==> src/rtl/dds_sweep_if.sv <==
// Control/data bundle between a sweep requester and dds_sweep_ctrl, plus the
// frequency/amplitude/divisor drive toward the triangle DDS.
interface dds_sweep_if #(
    parameter int PH_W    = 32,
    parameter int DT_W    = 8,
    parameter int DWELL_W = 16
);
    logic               start;
    logic               abort;
    logic [PH_W-1:0]    f_start;
    logic [PH_W-1:0]    f_stop;
    logic [PH_W-1:0]    f_step;
    logic [DWELL_W-1:0] dwell;
    logic [DT_W-1:0]    amp_in;
    logic [31:0]        sad_in;

    logic [PH_W-1:0]    freq_word;
    logic [DT_W-1:0]    amplitude;
    logic [31:0]        sad_freq;
    logic               dds_sync;
    logic               step_stb;
    logic               busy;
    logic               done;

    modport master (
        output start, abort, f_start, f_stop, f_step, dwell, amp_in, sad_in,
        input  freq_word, amplitude, sad_freq, dds_sync, step_stb, busy, done
    );

    modport slave (
        input  start, abort, f_start, f_stop, f_step, dwell, amp_in, sad_in,
        output freq_word, amplitude, sad_freq, dds_sync, step_stb, busy, done
    );
endinterface

==> src/rtl/dds_sweep_ctrl.sv <==
// Stepped frequency sweep controller for a triangle DDS: f_start..f_stop in f_step
// increments, dwell cycles per point. SWEEP_BIDIR_EN adds the descending leg.
module dds_sweep_ctrl #(
    parameter int PH_W    = 32,
    parameter int DT_W    = 8,
    parameter int DWELL_W = 16
) (
    input logic       clk,
    input logic       rst,
    dds_sweep_if.slave bus
);
    localparam logic [1:0] S_IDLE  = 2'd0;
    localparam logic [1:0] S_DWELL = 2'd1;
    localparam logic [1:0] S_STEP  = 2'd2;
    localparam logic [1:0] S_FIN   = 2'd3;

    logic [1:0]         state;
    logic [DWELL_W-1:0] cnt;
    logic [DWELL_W-1:0] dwell_q;
    logic [PH_W-1:0]    f_stop_q;
    logic [PH_W-1:0]    f_step_q;
    logic               last_q;
    logic [PH_W-1:0]    freq_q;
    logic [DT_W-1:0]    amp_q;
    logic [31:0]        sad_q;
    logic               sync_q;
    logic               stb_q;

    logic [DWELL_W-1:0] reload;
    logic [DWELL_W-1:0] start_reload;
    logic [PH_W:0]      up_sum;
    logic               up_top;

    // A dwell of 0 behaves as 1, so the counter reload never underflows.
    assign reload       = (dwell_q == '0) ? '0 : dwell_q - 1'b1;
    assign start_reload = (bus.dwell == '0) ? '0 : bus.dwell - 1'b1;
    assign up_sum       = {1'b0, freq_q} + {1'b0, f_step_q};
    assign up_top       = up_sum[PH_W] || (up_sum >= {1'b0, f_stop_q});

`ifdef SWEEP_BIDIR_EN
    logic [PH_W-1:0] f_start_q;
    logic            desc_q;
    logic [PH_W:0]   dn_diff;
    logic            dn_bot;

    assign dn_diff = {1'b0, freq_q} - {1'b0, f_step_q};
    assign dn_bot  = dn_diff[PH_W] || (dn_diff[PH_W-1:0] <= f_start_q);
`endif

    always_ff @(posedge clk or posedge rst) begin
        if (rst) begin
            state    <= S_IDLE;
            cnt      <= '0;
            dwell_q  <= '0;
            f_stop_q <= '0;
            f_step_q <= '0;
            last_q   <= 1'b0;
            freq_q   <= '0;
            amp_q    <= '0;
            sad_q    <= '0;
            sync_q   <= 1'b0;
            stb_q    <= 1'b0;
`ifdef SWEEP_BIDIR_EN
            f_start_q <= '0;
            desc_q    <= 1'b0;
`endif
        end else begin
            sync_q <= 1'b0;
            stb_q  <= 1'b0;
            if (state != S_IDLE && bus.abort) begin
                state  <= S_IDLE;
                cnt    <= '0;
                freq_q <= '0;
            end else begin
                case (state)
                    S_IDLE: begin
                        if (bus.start && !bus.abort) begin
                            dwell_q  <= bus.dwell;
                            f_stop_q <= bus.f_stop;
                            f_step_q <= bus.f_step;
                            freq_q   <= bus.f_start;
                            amp_q    <= bus.amp_in;
                            sad_q    <= bus.sad_in;
                            sync_q   <= 1'b1;
                            stb_q    <= 1'b1;
                            cnt      <= start_reload;
                            state    <= S_DWELL;
                            // Degenerate sweeps collapse to the single point f_start.
                            last_q   <= (bus.f_step == '0) || (bus.f_start >= bus.f_stop);
`ifdef SWEEP_BIDIR_EN
                            f_start_q <= bus.f_start;
                            desc_q    <= 1'b0;
`endif
                        end
                    end
                    S_DWELL: begin
                        if (cnt == '0) state <= last_q ? S_FIN : S_STEP;
                        else           cnt   <= cnt - 1'b1;
                    end
                    S_STEP: begin
                        stb_q <= 1'b1;
                        cnt   <= reload;
                        state <= S_DWELL;
`ifdef SWEEP_BIDIR_EN
                        // Reaching the top turns the sweep around instead of ending it.
                        if (desc_q) begin
                            if (dn_bot) begin
                                freq_q <= f_start_q;
                                last_q <= 1'b1;
                            end else begin
                                freq_q <= dn_diff[PH_W-1:0];
                            end
                        end else if (up_top) begin
                            freq_q <= f_stop_q;
                            desc_q <= 1'b1;
                        end else begin
                            freq_q <= up_sum[PH_W-1:0];
                        end
`else
                        if (up_top) begin
                            freq_q <= f_stop_q;
                            last_q <= 1'b1;
                        end else begin
                            freq_q <= up_sum[PH_W-1:0];
                        end
`endif
                    end
                    S_FIN:   state <= S_IDLE;
                    default: state <= S_IDLE;
                endcase
            end
        end
    end

    assign bus.freq_word = freq_q;
    assign bus.amplitude = amp_q;
    assign bus.sad_freq  = sad_q;
    assign bus.dds_sync  = sync_q;
    assign bus.step_stb  = stb_q;
    assign bus.busy      = (state != S_IDLE);
    assign bus.done      = (state == S_FIN);
endmodule

==> src/flat_wrapper.sv <==
// flat-port wrapper written by rule: the top's interface ports become plain ports
module dds_sweep_ctrl_flat 
#(
    parameter int PH_W    = 32,
    parameter int DT_W    = 8,
    parameter int DWELL_W = 16
)
  (clk, rst, bus_start, bus_abort, bus_f_start, bus_f_stop, bus_f_step, bus_dwell, bus_amp_in, bus_sad_in, bus_freq_word, bus_amplitude, bus_sad_freq, bus_dds_sync, bus_step_stb, bus_busy, bus_done);
  dds_sweep_if #(.PH_W(PH_W), .DT_W(DT_W), .DWELL_W(DWELL_W)) bus_i ();
  input logic clk;
  input logic rst;
  input wire logic [$bits(bus_i.start)-1:0] bus_start;
  input wire logic [$bits(bus_i.abort)-1:0] bus_abort;
  input wire logic [$bits(bus_i.f_start)-1:0] bus_f_start;
  input wire logic [$bits(bus_i.f_stop)-1:0] bus_f_stop;
  input wire logic [$bits(bus_i.f_step)-1:0] bus_f_step;
  input wire logic [$bits(bus_i.dwell)-1:0] bus_dwell;
  input wire logic [$bits(bus_i.amp_in)-1:0] bus_amp_in;
  input wire logic [$bits(bus_i.sad_in)-1:0] bus_sad_in;
  output wire logic [$bits(bus_i.freq_word)-1:0] bus_freq_word;
  output wire logic [$bits(bus_i.amplitude)-1:0] bus_amplitude;
  output wire logic [$bits(bus_i.sad_freq)-1:0] bus_sad_freq;
  output wire logic [$bits(bus_i.dds_sync)-1:0] bus_dds_sync;
  output wire logic [$bits(bus_i.step_stb)-1:0] bus_step_stb;
  output wire logic [$bits(bus_i.busy)-1:0] bus_busy;
  output wire logic [$bits(bus_i.done)-1:0] bus_done;
  assign bus_i.start = bus_start;
  assign bus_i.abort = bus_abort;
  assign bus_i.f_start = bus_f_start;
  assign bus_i.f_stop = bus_f_stop;
  assign bus_i.f_step = bus_f_step;
  assign bus_i.dwell = bus_dwell;
  assign bus_i.amp_in = bus_amp_in;
  assign bus_i.sad_in = bus_sad_in;
  assign bus_freq_word = bus_i.freq_word;
  assign bus_amplitude = bus_i.amplitude;
  assign bus_sad_freq = bus_i.sad_freq;
  assign bus_dds_sync = bus_i.dds_sync;
  assign bus_step_stb = bus_i.step_stb;
  assign bus_busy = bus_i.busy;
  assign bus_done = bus_i.done;
  dds_sweep_ctrl #(.PH_W(PH_W), .DT_W(DT_W), .DWELL_W(DWELL_W)) u_core (.clk(clk), .rst(rst), .bus(bus_i));
endmodule
==> config.mk <==
export PLATFORM = sky130hd
export DESIGN_NAME = dds_sweep_ctrl_flat
export DESIGN_NICKNAME = d
export VERILOG_FILES = /design/src/rtl/dds_sweep_if.sv /design/src/rtl/dds_sweep_ctrl.sv /design/src/flat_wrapper.sv
export SDC_FILE = /design/constraint.sdc
export NUM_CORES = 1
export LEC_CHECK = 0
export ABC_AREA = 1
export CORE_UTILIZATION = 45
export DETAILED_ROUTE_END_ITERATION = 10
export PLACE_DENSITY = 0.76
export SYNTH_ARGS = -nofsm -noshare
export SYNTH_HDL_FRONTEND = slang
export SYNTH_SLANG_ARGS = --single-unit
==> constraint.sdc <==
create_clock -name clk -period 11.6 [get_ports clk]
set_input_delay 1.74 -clock clk [delete_from_list [all_inputs] [get_ports clk]]
set_output_delay 1.74 -clock clk [all_outputs]
set_load 0.01 [all_outputs]
Word-level counts from Yosys, hierarchy flattened
Cells that the tools add are included.
{"block": "op_classes", "n_addsub": 4, "n_eq_ne": 8, "n_lt_le_gt_ge": 2, "bitwise": 1, "reduce_logical": 19, "mux": 23}
{"cell": "32-bit 2-to-1 mux", "n": 3}
{"cell": "16-bit 2-to-1 mux", "n": 5}
{"cell": "32-bit one-hot mux with 2 select lines", "n": 1}
{"cell": "16-bit zero test", "n": 3}
{"cell": "16-bit one-hot mux with 3 select lines", "n": 1}
{"cell": "16-bit by 1-bit subtractor with 16-bit output (second input constant)", "n": 3}
{"cell": "32-bit by 32-bit adder with 33-bit output", "n": 1}
{"cell": "33-bit by 32-bit greater-or-equal comparator with 1-bit output", "n": 1}
{"cell": "32-bit greater-or-equal comparator", "n": 1}
{"cell": "32-bit zero test", "n": 1}
{"cell": "2-bit one-hot mux with 4 select lines", "n": 1}
{"cell": "1-bit 2-to-1 mux", "n": 7}
{"cell": "2-bit 2-to-1 mux", "n": 3}
{"cell": "3-bit by 1-bit != test with 1-bit output (second input constant)", "n": 2}
{"cell": "3-bit AND reduction", "n": 2}
{"cell": "2-bit == test (second input constant)", "n": 2}
{"cell": "2-bit by 1-bit != test with 1-bit output (second input constant)", "n": 2}
{"cell": "1-bit one-hot mux with 2 select lines", "n": 2}
{"cell": "2-bit AND reduction", "n": 2}
{"cell": "4-bit AND reduction", "n": 1}
{"cell": "2-bit nonzero test", "n": 2}
{"cell": "4-bit nonzero test", "n": 1}
{"cell": "3-bit by 2-bit != test with 1-bit output (second input constant)", "n": 1}
{"cell": "3-bit nonzero test", "n": 1}
{"cell": "other kinds (6)", "n": 8}
{"block": "word_totals", "register_bits": 173, "wordCells": 68, "inputBits": 156, "out_inout_bits": 76}

Logic depth before layout (Yosys ltp)
Gate-level depths: netlist of the first run.
{"block": "logic_depth", "word_depth": 6, "ltp_mapped": 28, "depth_no_buf": 27}

Worst setup path before layout of the first run
OpenSTA, ideal clock, no wires.
{"block": "synth_path", "path_type": "reg-to-reg", "from": "reg u_core.freq_q[0], in the netlist u_core.bus.freq_word[0]", "to": "reg u_core.freq_q[29], in the netlist u_core.bus.freq_word[29]", "path_slack_ps": 8199, "setup_time_ps": 116, "path_stages_with_launch": 26, "arrival_time_ps": 3284, "n_path_buf": 1, "t_required_ps": 11484, "period_less_slack_ps": 3401, "cell_sequence": "dfrtp_1 ha_1 inv_1 fa_1 o21ai_2 nand2_1 nand2_1 nand2_1 nand2_1 nand2_1 nand2_1 nand2_1 nand2_1 inv_1 ha_1 a21oi_1 nor2_1 nor4_2 nand2_1 inv_1 nand3_4 buf_6 o21ai_2 nand2_1 nand2_1 nand2_1"}
{"block": "synth_between", "elab_chain_cells": 6}
{"element": "start, declared", "line": "dds_sweep_ctrl.sv:23", "text": "logic [PH_W-1:0] freq_q;"}
{"element": "start signal, assigned", "line": "dds_sweep_ctrl.sv:81", "text": "freq_q <= bus.f_start;"}
{"element": "start signal, assigned", "line": "dds_sweep_ctrl.sv:121", "text": "freq_q <= f_stop_q;"}
{"element": "start signal, assigned", "line": "dds_sweep_ctrl.sv:124", "text": "freq_q <= up_sum[PH_W-1:0];"}
{"element": "32-bit by 32-bit adder with 33-bit output (*)", "line": "dds_sweep_ctrl.sv:37", "text": "assign up_sum = {1'b0, freq_q} + {1'b0, f_step_q};"}
{"element": "33-bit by 32-bit greater-or-equal comparator with 1-bit output", "line": "dds_sweep_ctrl.sv:38", "text": "assign up_top = up_sum[PH_W] || (up_sum >= {1'b0, f_stop_q});"}
{"element": "1-bit logical OR", "line": "dds_sweep_ctrl.sv:38"}
{"element": "32-bit 2-to-1 mux (*)", "line": "dds_sweep_ctrl.sv:120", "text": "if (up_top) begin"}
{"element": "32-bit one-hot mux with 2 select lines (*)", "line": "dds_sweep_ctrl.sv:75", "text": "case (state)"}
{"element": "32-bit 2-to-1 mux (*)", "line": "dds_sweep_ctrl.sv:70", "text": "if (state != S_IDLE && bus.abort) begin"}
Mark *: on every way between the ends. The rest lies on a longest branch, timed or not.
A chain may end at the register's enable or synchronous reset.

Worst setup path in the final report of the first run
{"block": "layout_path", "from": "reg u_core.freq_q[1], in the netlist u_core.bus.freq_word[1]", "to": "reg u_core.last_q"}
{"block": "layout_between", "elab_chain_cells": 5}
{"element": "32-bit by 32-bit adder with 33-bit output (*)", "line": "dds_sweep_ctrl.sv:37"}
{"element": "33-bit by 32-bit greater-or-equal comparator with 1-bit output", "line": "dds_sweep_ctrl.sv:38"}
{"element": "1-bit logical OR (*)", "line": "dds_sweep_ctrl.sv:38"}
{"element": "2-bit by 1-bit != test with 1-bit output (no line) (*)"}
{"element": "4-bit AND reduction (no line) (*)"}
{"element": "end signal, assigned", "line": "dds_sweep_ctrl.sv:89", "text": "last_q <= (bus.f_step == '0) || (bus.f_start >= bus.f_stop);"}
{"element": "end, declared", "line": "dds_sweep_ctrl.sv:22", "text": "logic last_q;"}
Marked as above.

==> run_results.csv, run 1 <==
group,metric,value,unit
status,outcome,"completed",
timing,timing.max_slew.rel_slack,29.0,%
critical_path,worst_ep_arrival_time,5.39,ns
critical_path,critical_path_cell_count,21,
global_route,number_of_antenna_violations_at_the_first_check_in_global_routing,2,
global_route,grt_start_max_net_pins,99,
global_route,track_usage,26.3,%
synth,synth-seq-area-share,34.7,%
cts,cts_hold_buffers,0,
cts,cts-root-buf,"clkbuf_16",
timing,unrepaired_setup_endpoints_after_global_routing,"false",
power,p_leak,7.42,nW
flow_run,cap_viol_max_count,0,
critical_path,reg2reg_from,"u_core.bus.freq_word[1]",
synth,netlist-cell-type-count,56,
synth,synth-warning-count,0,
floorplanning,pin_count,232,
timing,final.min_clock_period,5.06,ns
placement,place.detailed.hpwl,28700,um
critical_path,cp-start-kind,"flip-flop",
routing,drt_wl_total,36900,um
final_layout,final_common_cell,"nand2_1",
cts,post-cts-setup-buffer-count,0,
routing,remaining_antenna_violation_count_after_routing,0,
final_layout,most-common-layout-cells,"348 x nand2_1, 231 x clkdlybuf4s50_1, 187 x inv_1, 173 x dfrtp_1, 126 x nor2_1",
placement,place.gp.congestion,0.954,
placement,numPortBuffers,231,
global_route,grt_remaining_overflow,0,
critical_path,critPathMaxStageDelay,0.77,ns
final_layout,post-route-cell-area,15800,um2
power,power.ir.vdd_worst,0.295,mV
power,p_per_area,339,nW/um2
final_layout,final-seq-area,4330,um2
worst_hold_path,hold_path_startpoint,"u_core.f_stop_q[12]",
cts,cts-htree-levels,4,
critical_path,crit_chain,"inv_1, fa_1, o21ai_2, a21oi_2, o21ai_1, xor2_1, ha_1, a21oi_1, o21ai_0, a21oi_1, nand2_1, nand2_1, nand2_1, nand2_1, nand2_1, nand2_2, nand3_4, o21ai_0, inv_1, nand2_1, nand2_1",
cts,tritoncts_num_sinks,173,
critical_path,critical-path-top-delay-family,"compound AO/OA/AOI/OAI gates",
timing,finalHoldViolations,0,
critical_path,required,11.94,ns
cts,cts_tree,"yes",
timing,setup_skew_after_layout,0.0175,ns
critical_path,path_class,"flip-flop to flip-flop",
timing,worst_max_slew_pin_slew,1.06,ns
power,p_total,5.34,mW
routing,drt-wirelength-per-cell,16.9,um
timing,fin_tns_setup,0,ns
routing,vias,11600,
floorplanning,floorplan.rows,60,
synth,yosys_most_used_dff,"dfrtp_1",
final_layout,multi_input_area,7210,um2
critical_path,critical-path-top-cell-by-count,"nand2_1",
final_layout,num-nets-final,2060,
placement,post_dp_area,15100,um2
worst_hold_path,min_delay_path_depth,2,
cts,post_cts.resized_instances,0,
routing,detail_route.drc_violations,0,
final_layout,final_layout_size_suffix_gt1_share,11.5,%
cts,cts.clk_slew.worst_paths,0.08,ns
worst_hold_path,hold_class,"flip-flop to flip-flop",
synth,asr_flop_ratio_synth,100,%
floorplanning,floorplan.die.height,169,um
synth,synth_enable_flop_cells,0,
synth,synthesis.area_per_instance,7.89,um2
cts,numCtsBuffers,17,
synth,netlist_area,12500,um2
routing,first_pass_iters,6,
critical_path,critPathSlowestCell,"nand3_4",
critical_path,maximum_fanout_count_along_the_critical_path,62,
synth,postSynthRegisterBits,173,
timing,report.final.slew_viol_count,0,
timing,finalSetupViolCount,0,
critical_path,regToRegEndpoint,"u_core.last_q",
floorplanning,horizontal_die_dimension,169,um
routing,starting_drc_count_in_detailed_routing,851,
cts,clock_tree.buffer_depth,2,
floorplanning,floorplan.die_area,28400,um2
critical_path,setup.worst_path.end_class,"flip-flop",
timing,timing.final.crit_share,43.6,%
floorplanning,core_ar,27100,um2
worst_hold_path,hold_end,"u_core.f_stop_q[12]",
timing,max_freq,0.198,GHz
floorplanning,initial_utilization,46.1,%
critical_path,cp.buffers_inverters,2,
global_route,grt_first_pass_wirelength,58800,um
global_route,via_count_of_the_first_global_routing_pass,11200,
synth,postSynthCellCount,1583,
routing,avgViaCountPerCell,5.33,
synth,net_count_after_synthesis,1846,
final_layout,area.growth.synth_to_final,26.1,%
cts,clk_latency,0.45,ns
final_layout,fillerInstances,2448,
critical_path,setup.reg_to_reg.worst_slack,6.54,ns
critical_path,reg2regPathDepth,21,
==> registers in the layout, indices dropped and copies added (netlist names), 2 cells and up <==
| name | count |
|---|---|
| u_core.bus.sad_freq | 32 |
| u_core.f_stop_q | 32 |
| u_core.bus.amplitude | 8 |
| u_core.f_step_q | 32 |
| u_core.dwell_q | 16 |
| u_core.cnt | 16 |
| u_core.state | 2 |
| u_core.bus.freq_word | 32 |
==> area by class of cell <==
cell class / count / share of cell area [%]
diodes: 2 / 0.0318
clock buffers: 17 / 2.70
clock inverters: 15 / 1.41
inverters: 196 / 4.72
multi-input cells: 1172 / 45.8
flip-flops and latches: 173 / 27.5
well taps: 372 / 2.95
repair buffers: 237 / 15.0
==> where the power goes <==
part | internal [mW] | switching, mW
Combinational | 1.42 | 2.15
Sequential | 0.902 | 0.250
Clock | 0.302 | 0.318
Total | 2.63 | 2.72
==> metrics by stage <==
stage	hold slack, ns	util [%]	worst slack [ns]	instances
after floorplan	0.450	-	5.17	1583
after global placement	0.468	55.7	6.62	2150
after detailed placement	0.477	55.7	6.59	2150
after CTS	0.497	58.1	6.54	2182
after global routing	0.513	58.1	6.23	2184
final	0.497	58.1	6.54	2184
==> routing by layer <==
metal  part of all wire [%]  track usage (%)
met1                     46             36.2
met2                     45             41.7
met3                    6.4             4.54
met4                    2.5             8.93
met5                      0                0
==> worst max-delay path by stage <==
stage	endpoint	slack, ns	start
floorplan	u_core.bus.amplitude[0]	5.17	rst
global placement	u_core.last_q	6.62	u_core.bus.freq_word[0]
detailed placement	u_core.last_q	6.59	u_core.bus.freq_word[0]
CTS	u_core.last_q	6.54	u_core.bus.freq_word[0]
global route	u_core.last_q	6.23	u_core.bus.freq_word[0]
finish	u_core.last_q	6.54	u_core.bus.freq_word[1]
==> cells in the mapped netlist (3+ instances only) <==
cell / number / area (um2)
nand2_1: 348 / 1310
o21a_1: 30 / 225
buf_1: 8 / 30.0
mux2_2: 73 / 822
xnor2_1: 6 / 52.6
nand3_1: 58 / 290
a21oi_1: 80 / 400
o31ai_1: 4 / 30.0
inv_2: 6 / 22.5
nor2_1: 127 / 477
xor2_1: 31 / 272
a21o_1: 6 / 45.0
nand2_2: 34 / 213
o21ai_1: 7 / 35.0
o211ai_1: 7 / 52.6
inv_1: 188 / 706
nand4_1: 20 / 125
o21ai_2: 29 / 254
nand3_2: 5 / 50.1
ha_1: 106 / 1330
o21bai_1: 5 / 37.5
o22ai_1: 8 / 50.1
a21oi_2: 3 / 26.3
o21ai_0: 113 / 566
buf_6: 9 / 101
nor3_1: 19 / 95.1
clkbuf_1: 19 / 71.3
dfrtp_1: 173 / 4330
nor4_1: 17 / 106
a31oi_1: 4 / 25.0
nor2_2: 5 / 31.3
buf_2: 3 / 15.0
==> worst min-delay path, delay by kind of cell (launching register included) <==
| kind | cells | cell delay [ns] |
|---|---|---|
| AND/OR/NAND/NOR | 1 | 0.05 |
| flip-flops | 1 | 0.36 |
| AO/OA/AOI/OAI | 1 | 0.06 |
==> cells by family after synthesis <==
group / share of synthesized area [%]
AO/OA/AOI/OAI: 14.8
flip-flops: 34.7
XOR/XNOR: 2.72
buffers and inverters: 7.83
adder cells (fa/ha/maj): 10.8
AND/OR/NAND/NOR: 22.6
multiplexers: 6.58
No activity file was read; power rests on OpenSTA's default activity.
==> run 2, diff against run 1 <==
Settings changed: PLACE_DENSITY 0.76 to 0.79.
Clock period 11.6 ns to 4.5 ns, I/O delays scaled along.
==> run 2 against run 1 <==
Flip-flop and latch count unchanged. Final area up 0.49%. Routed wire length increased by 0.62%. Via count rose by 1.5%. Sequential share of layout area shrank 0.13 points. Non-clock buffer count grew 5. Power grew to 2.6 times the previous value. Combinational power rose to 2.7 times the previous value. Worst setup slack got worse by 6.2 ns. Hold slack lost 0.0087 ns. First-iteration DRC count is 8.2% lower. Largest cell class unchanged. Highest routed layer unchanged.
==> run_results.csv, run 2 (synthesis results as in run 1) <==
group,metric,value,unit
status,outcome,"completed",
timing,finalHoldViolations,0,
critical_path,critPathSlowestCell,"fa_1",
critical_path,setup.worst_path.end_class,"flip-flop",
routing,drt-wirelength-per-cell,17.0,um
critical_path,cp.buffers_inverters,3,
critical_path,regToRegEndpoint,"u_core.bus.freq_word[18]",
worst_hold_path,hold_path_startpoint,"u_core.f_stop_q[17]",
critical_path,critical-path-top-cell-by-count,"nand2_1",
global_route,grt_first_pass_wirelength,60600,um
floorplanning,floorplan.rows,60,
cts,post-cts-setup-buffer-count,0,
cts,tritoncts_num_sinks,173,
worst_hold_path,hold_class,"flip-flop to flip-flop",
cts,cts_tree,"yes",
timing,timing.final.ws_setup,0.359,ns
floorplanning,core_ar,27100,um2
critical_path,reg2regPathDepth,26,
global_route,grt_remaining_overflow,0,
placement,dpl_worst_slack,0.333,ns
timing,report.final.slew_viol_count,0,
timing,timing.max_slew.rel_slack,37.4,%
floorplanning,floorplan.die.height,169,um
final_layout,final_common_cell,"nand2_1",
power,power.ir.vdd_worst,0.747,mV
routing,first_pass_iters,6,
critical_path,reg2reg_from,"u_core.bus.freq_word[0]",
routing,drt_wl_total,37200,um
timing,max_freq,0.241,GHz
floorplanning,pin_count,232,
critical_path,setup.reg_to_reg.worst_slack,0.36,ns
routing,starting_drc_count_in_detailed_routing,781,
critical_path,critical-path-top-delay-family,"simple AND/OR/NAND/NOR gates",
power,p_per_area,883,nW/um2
cts,cts-htree-levels,4,
cts,numCtsBuffers,17,
placement,numPortBuffers,231,
global_route,grt_start_max_net_pins,104,
floorplanning,initial_utilization,46.1,%
timing,unrepaired_setup_endpoints_after_global_routing,"false",
timing,fin_tns_setup,0,ns
critical_path,critPathMaxStageDelay,0.44,ns
placement,place.gp.congestion,0.958,
global_route,number_of_antenna_violations_at_the_first_check_in_global_routing,3,
global_route,via_count_of_the_first_global_routing_pass,11700,
cts,clock_tree.buffer_depth,2,
floorplanning,floorplan.die_area,28400,um2
final_layout,final_layout_size_suffix_gt1_share,12.0,%
timing,worst_max_slew_pin_slew,0.940,ns
flow_run,cap_viol_max_count,0,
critical_path,maximum_fanout_count_along_the_critical_path,28,
critical_path,required,4.84,ns
power,p_leak,7.45,nW
cts,clk_latency,0.44,ns
timing,finalSetupViolCount,0,
routing,detail_route.drc_violations,0,
cts,post_cts.resized_instances,0,
routing,vias,11800,
worst_hold_path,min_delay_path_depth,2,
critical_path,cp-start-kind,"flip-flop",
cts,cts-root-buf,"clkbuf_16",
worst_hold_path,hold_end,"u_core.f_stop_q[17]",
critical_path,path_class,"flip-flop to flip-flop",
timing,setup_skew_after_layout,0.0145,ns
placement,place.detailed.hpwl,29200,um
cts,cts.clk_slew.worst_paths,0.08,ns
final_layout,area.growth.synth_to_final,26.8,%
timing,final.min_clock_period,4.14,ns
global_route,track_usage,26.9,%
routing,avgViaCountPerCell,5.39,
floorplanning,horizontal_die_dimension,169,um
final_layout,num-nets-final,2065,
critical_path,worst_ep_arrival_time,4.48,ns
final_layout,most-common-layout-cells,"348 x nand2_1, 231 x clkdlybuf4s50_1, 187 x inv_1, 173 x dfrtp_1, 126 x nor2_1",
routing,remaining_antenna_violation_count_after_routing,0,
timing,timing.final.crit_share,92.0,%
cts,cts_hold_buffers,0,
-- run 2: changes by cell type in the layout (fill, tap and decap cells not counted), moves of 2 or more --
cell | previous run | this run
buf_12 | 0 | 3
buf_4 | 6 | 8
clkinv_4 | 0 | 2
clkinv_8 | 8 | 6
inv_12 | 4 | 1
inv_8 | 0 | 3
-- run 2: per-layer routing --
| metal | global-route usage (%) | wire, um | up-vias |
|---|---|---|---|
| met5 | 0 | 0 | - |
| met4 | 11.3 | 1270 | 0 |
| met3 | 3.58 | 2250 | 70 |
| met2 | 42.7 | 16900 | 456 |
| met1 | 37.0 | 16800 | 5583 |
| li1 | - | - | 5699 |
-- run 2: worst reg2reg max path, cell delays in order (launching register included) --
cell and delay [ns]:
dfrtp_1 0.37, ha_1 0.18, inv_1 0.06, fa_1 0.44, o21ai_4 0.25, nand2_1 0.08
nand2_1 0.14, nand2_1 0.07, nand2_1 0.14, a21oi_1 0.14, xnor2_2 0.21, ha_1 0.28
nand2_1 0.08, inv_1 0.04, o21ai_0 0.15, a21oi_1 0.09, nor2_1 0.20, nand2_1 0.08
nand2_1 0.06, nand2_1 0.06, nand2_2 0.13, nand3_4 0.21, buf_12 0.26, o21ai_2 0.15
nand2_1 0.06, nand2_1 0.09, nand2_1 0.04
-- run 2: metrics by stage --
step / cell area (um2) / power [mW] / util (%) / cells / hold slack (ns)
2_1_floorplan: 12500 / 9.62 / - / 1583 / 0.450
3_5_place_dp: 15200 / 12.2 / 56.0 / 2155 / 0.474
4_1_cts: 15800 / 13.9 / 58.3 / 2187 / 0.493
3_3_place_gp: 15200 / 12.0 / 56.0 / 2155 / 0.467
5_1_grt: 15800 / 15.2 / 58.4 / 2190 / 0.519
6_report: 15800 / 14.0 / 58.4 / 2190 / 0.489
-- run 2: worst max-delay path by stage --
stage                                   from                  endpoint  slack [ns]  cells after the start
floorplan            u_core.bus.freq_word[0]  u_core.bus.freq_word[29]        1.10                     25
global placement    u_core.bus.freq_word[10]  u_core.bus.freq_word[18]        0.38                     25
detailed placement   u_core.bus.freq_word[0]  u_core.bus.freq_word[18]        0.33                     28
CTS                 u_core.bus.freq_word[10]  u_core.bus.freq_word[18]        0.30                     25
global route        u_core.bus.freq_word[10]  u_core.bus.freq_word[12]       0.006                     25
finish               u_core.bus.freq_word[0]  u_core.bus.freq_word[18]        0.36                     26
-- run 2: layout make-up --
class,instances,area (um2)
inverter,196,742
tap,372,465
sequential,173,4330
timing repair buffer,242,2430
fill,2485,11300
clock buffer,17,425
clock inverter,15,191
multi-input combinational,1172,7240
antenna,3,7.51
-- run 2: power by group --
group | leakage (nW) | internal [mW] | switching (mW)
Clock | 0.298 | 0.761 | 0.784
Sequential | 2.12 | 2.32 | 0.615
Combinational | 5.03 | 3.78 | 5.71
Total | 7.45 | 6.87 | 7.11
==> run 3, diff against run 2 <==
Settings changed: PLACE_DENSITY 0.79 to 0.83.
==> run 3 against run 2 <==
Clock-buffer cell count stayed put. Die area stayed put. Final area is 0.29% higher. Sequential power hardly changed. Clock skew is 0.0012 ns lower. Critical endpoint unchanged. Largest cell class unchanged.
==> run_results.csv, run 3 (synthesis results as in run 1) <==
group,metric,value,unit
status,outcome,"completed",
critical_path,critical-path-top-delay-family,"compound AO/OA/AOI/OAI gates",
critical_path,worst_ep_arrival_time,4.46,ns
placement,numPortBuffers,231,
routing,starting_drc_count_in_detailed_routing,886,
critical_path,crit_chain,"ha_1, a21oi_1, a21boi_1, a21boi_2, nand3_2, xor2_1, ha_1, a21oi_1, o21ai_0, nor2_1, nand2_1, nand2_1, nand2_1, nand2_2, nand3_4, clkbuf_16, o21ai_2, nand2_1, nand2_1, nand2_1",
critical_path,critical_path_cell_count,20,
floorplanning,pin_count,232,
final_layout,post-route-cell-area,15900,um2
global_route,grt_first_pass_wirelength,60600,um
cts,numCtsBuffers,17,
routing,detail_route.drc_violations,0,
global_route,track_usage,26.8,%
routing,remaining_antenna_violation_count_after_routing,0,
placement,place.detailed.hpwl,29500,um
floorplanning,horizontal_die_dimension,169,um
critical_path,path_class,"flip-flop to flip-flop",
global_route,grt_remaining_overflow,0,
floorplanning,core_ar,27100,um2
critical_path,critical-path-top-cell-by-count,"nand2_1",
critical_path,required,4.83,ns
global_route,number_of_antenna_violations_at_the_first_check_in_global_routing,1,
global_route,via_count_of_the_first_global_routing_pass,11600,
routing,avgViaCountPerCell,5.40,
critical_path,critPathSlowestCell,"dfrtp_1",
power,power_switching_share,50.6,%
final_layout,most-common-layout-cells,"348 x nand2_1, 231 x clkdlybuf4s50_1, 187 x inv_1, 173 x dfrtp_1, 125 x nor2_1",
global_route,grt_start_max_net_pins,76,
power,internal-power,7.03,mW
timing,final.min_clock_period,4.13,ns
critical_path,cp.buffers_inverters,1,
floorplanning,floorplan.die.height,169,um
timing,report.final.slew_viol_count,0,
worst_hold_path,min_delay_path_depth,2,
timing,unrepaired_setup_endpoints_after_global_routing,"false",
power,p_per_area,895,nW/um2
timing,timing.max_slew.rel_slack,26.6,%
timing,setup_skew_after_layout,0.0134,ns
power,sequentialPowerShare,20.7,%
worst_hold_path,hold_class,"flip-flop to flip-flop",
cts,clk_latency,0.45,ns
critical_path,setup.worst_path.end_class,"flip-flop",
timing,worst_max_slew_pin_slew,1.10,ns
final_layout,final_common_cell,"nand2_1",
timing,fin_tns_setup,0,ns
timing,finalHoldViolations,0,
timing,timing.final.crit_share,91.7,%
placement,place.gp.congestion,0.999,
routing,drt_wl_total,37800,um
critical_path,reg2regPathDepth,20,
final_layout,num-nets-final,2068,
power,p_leak,7.47,nW
floorplanning,initial_utilization,46.1,%
critical_path,critPathMaxStageDelay,0.45,ns
final_layout,final_layout_size_suffix_gt1_share,12.1,%
power,net-switching-power,7.19,mW
cts,cts.clk_slew.worst_paths,0.08,ns
cts,cts-htree-levels,4,
critical_path,cp-start-kind,"flip-flop",
cts,tritoncts_num_sinks,173,
cts,cts-root-buf,"clkbuf_16",
cts,clock_tree.buffer_depth,2,
timing,hold_slack,0.492,ns
cts,cts_tree,"yes",
flow_run,cap_viol_max_count,0,
final_layout,area.growth.synth_to_final,27.1,%
routing,first_pass_iters,8,
power,share_comb_of_total_power,68.3,%
placement,post_dp_area,15200,um2
timing,max_freq,0.242,GHz
critical_path,maximum_fanout_count_along_the_critical_path,14,
floorplanning,floorplan.rows,60,
power,power.share.clock,11.0,%
routing,drt-wirelength-per-cell,17.3,um
timing,finalSetupViolCount,0,
floorplanning,floorplan.die_area,28400,um2
routing,vias,11800,
power,power.ir.vdd_worst,0.589,mV
run 3: tightest hold or removal path, cell delays in order, from the launching register on:
cell and delay [ns]:
dfrtp_1 0.34, nand2_1 0.06, o21ai_0 0.06
run 3: area by class of cell:
class / count / area [um2]
clock buffers: 17 / 425
multi-input cells: 1172 / 7230
repair buffers: 245 / 2500
well taps: 372 / 465
flip-flops and latches: 173 / 4330
fillers: 2371 / 11200
inverters: 196 / 742
clock inverters: 15 / 188
diodes: 1 / 2.50
run 3: power groups by stage:
stage | Sequential (mW) | Combinational [mW] | Clock, mW
4_1_cts | 2.92 | 9.33 | 1.58
2_1_floorplan | 2.91 | 6.71 | 0
3_3_place_gp | 2.91 | 9.04 | 0
3_5_place_dp | 2.94 | 9.27 | 0
5_1_grt | 3.02 | 10.7 | 1.64
6_report | 2.94 | 9.72 | 1.56
run 3: path summary, 6_finish.rpt:
kind / start / endpoint / slack [ns]
setup / recovery: u_core.bus.freq_word[23] / u_core.bus.freq_word[18] / 0.37
hold / removal: u_core.f_stop_q[18] / u_core.f_stop_q[18] / 0.49
setup reg to reg: u_core.bus.freq_word[23] / u_core.bus.freq_word[18] / 0.37
hold reg to reg: u_core.f_stop_q[18] / u_core.f_stop_q[18] / 0.49
max in group asynchronous: rst / u_core.bus.sad_freq[3] / 2.72
min in group asynchronous: rst / u_core.bus.sad_freq[17] / 0.82
run 3: what timing repair did:
action                     4_1_cts  5_1_grt
hold buffers                     0        0
resized for setup                0        7
setup buffers                    0        1
setup endpoints to repair        0       28
run 3: through the flow:
stage	total power [mW]	utilization, %	worst slack (ns)	cells
finish	14.2	58.6	0.373	2191
global route	15.4	58.6	0.0475	2191
CTS	13.8	58.3	0.0792	2188
detailed placement	12.2	56.1	0.0971	2156
global placement	11.9	56.1	0.265	2156
floorplan	9.62	-	1.10	1583
run 3: per-layer routing:
| metal | up-vias | track usage, % | share of wire (%) |
|---|---|---|---|
| li1 | 5720 | - | - |
| met1 | 5600 | 36.9 | 45 |
| met2 | 448 | 42.4 | 45 |
| met3 | 66 | 4.91 | 6.9 |
| met4 | 0 | 9.21 | 2.9 |
| met5 | - | 0 | 0 |
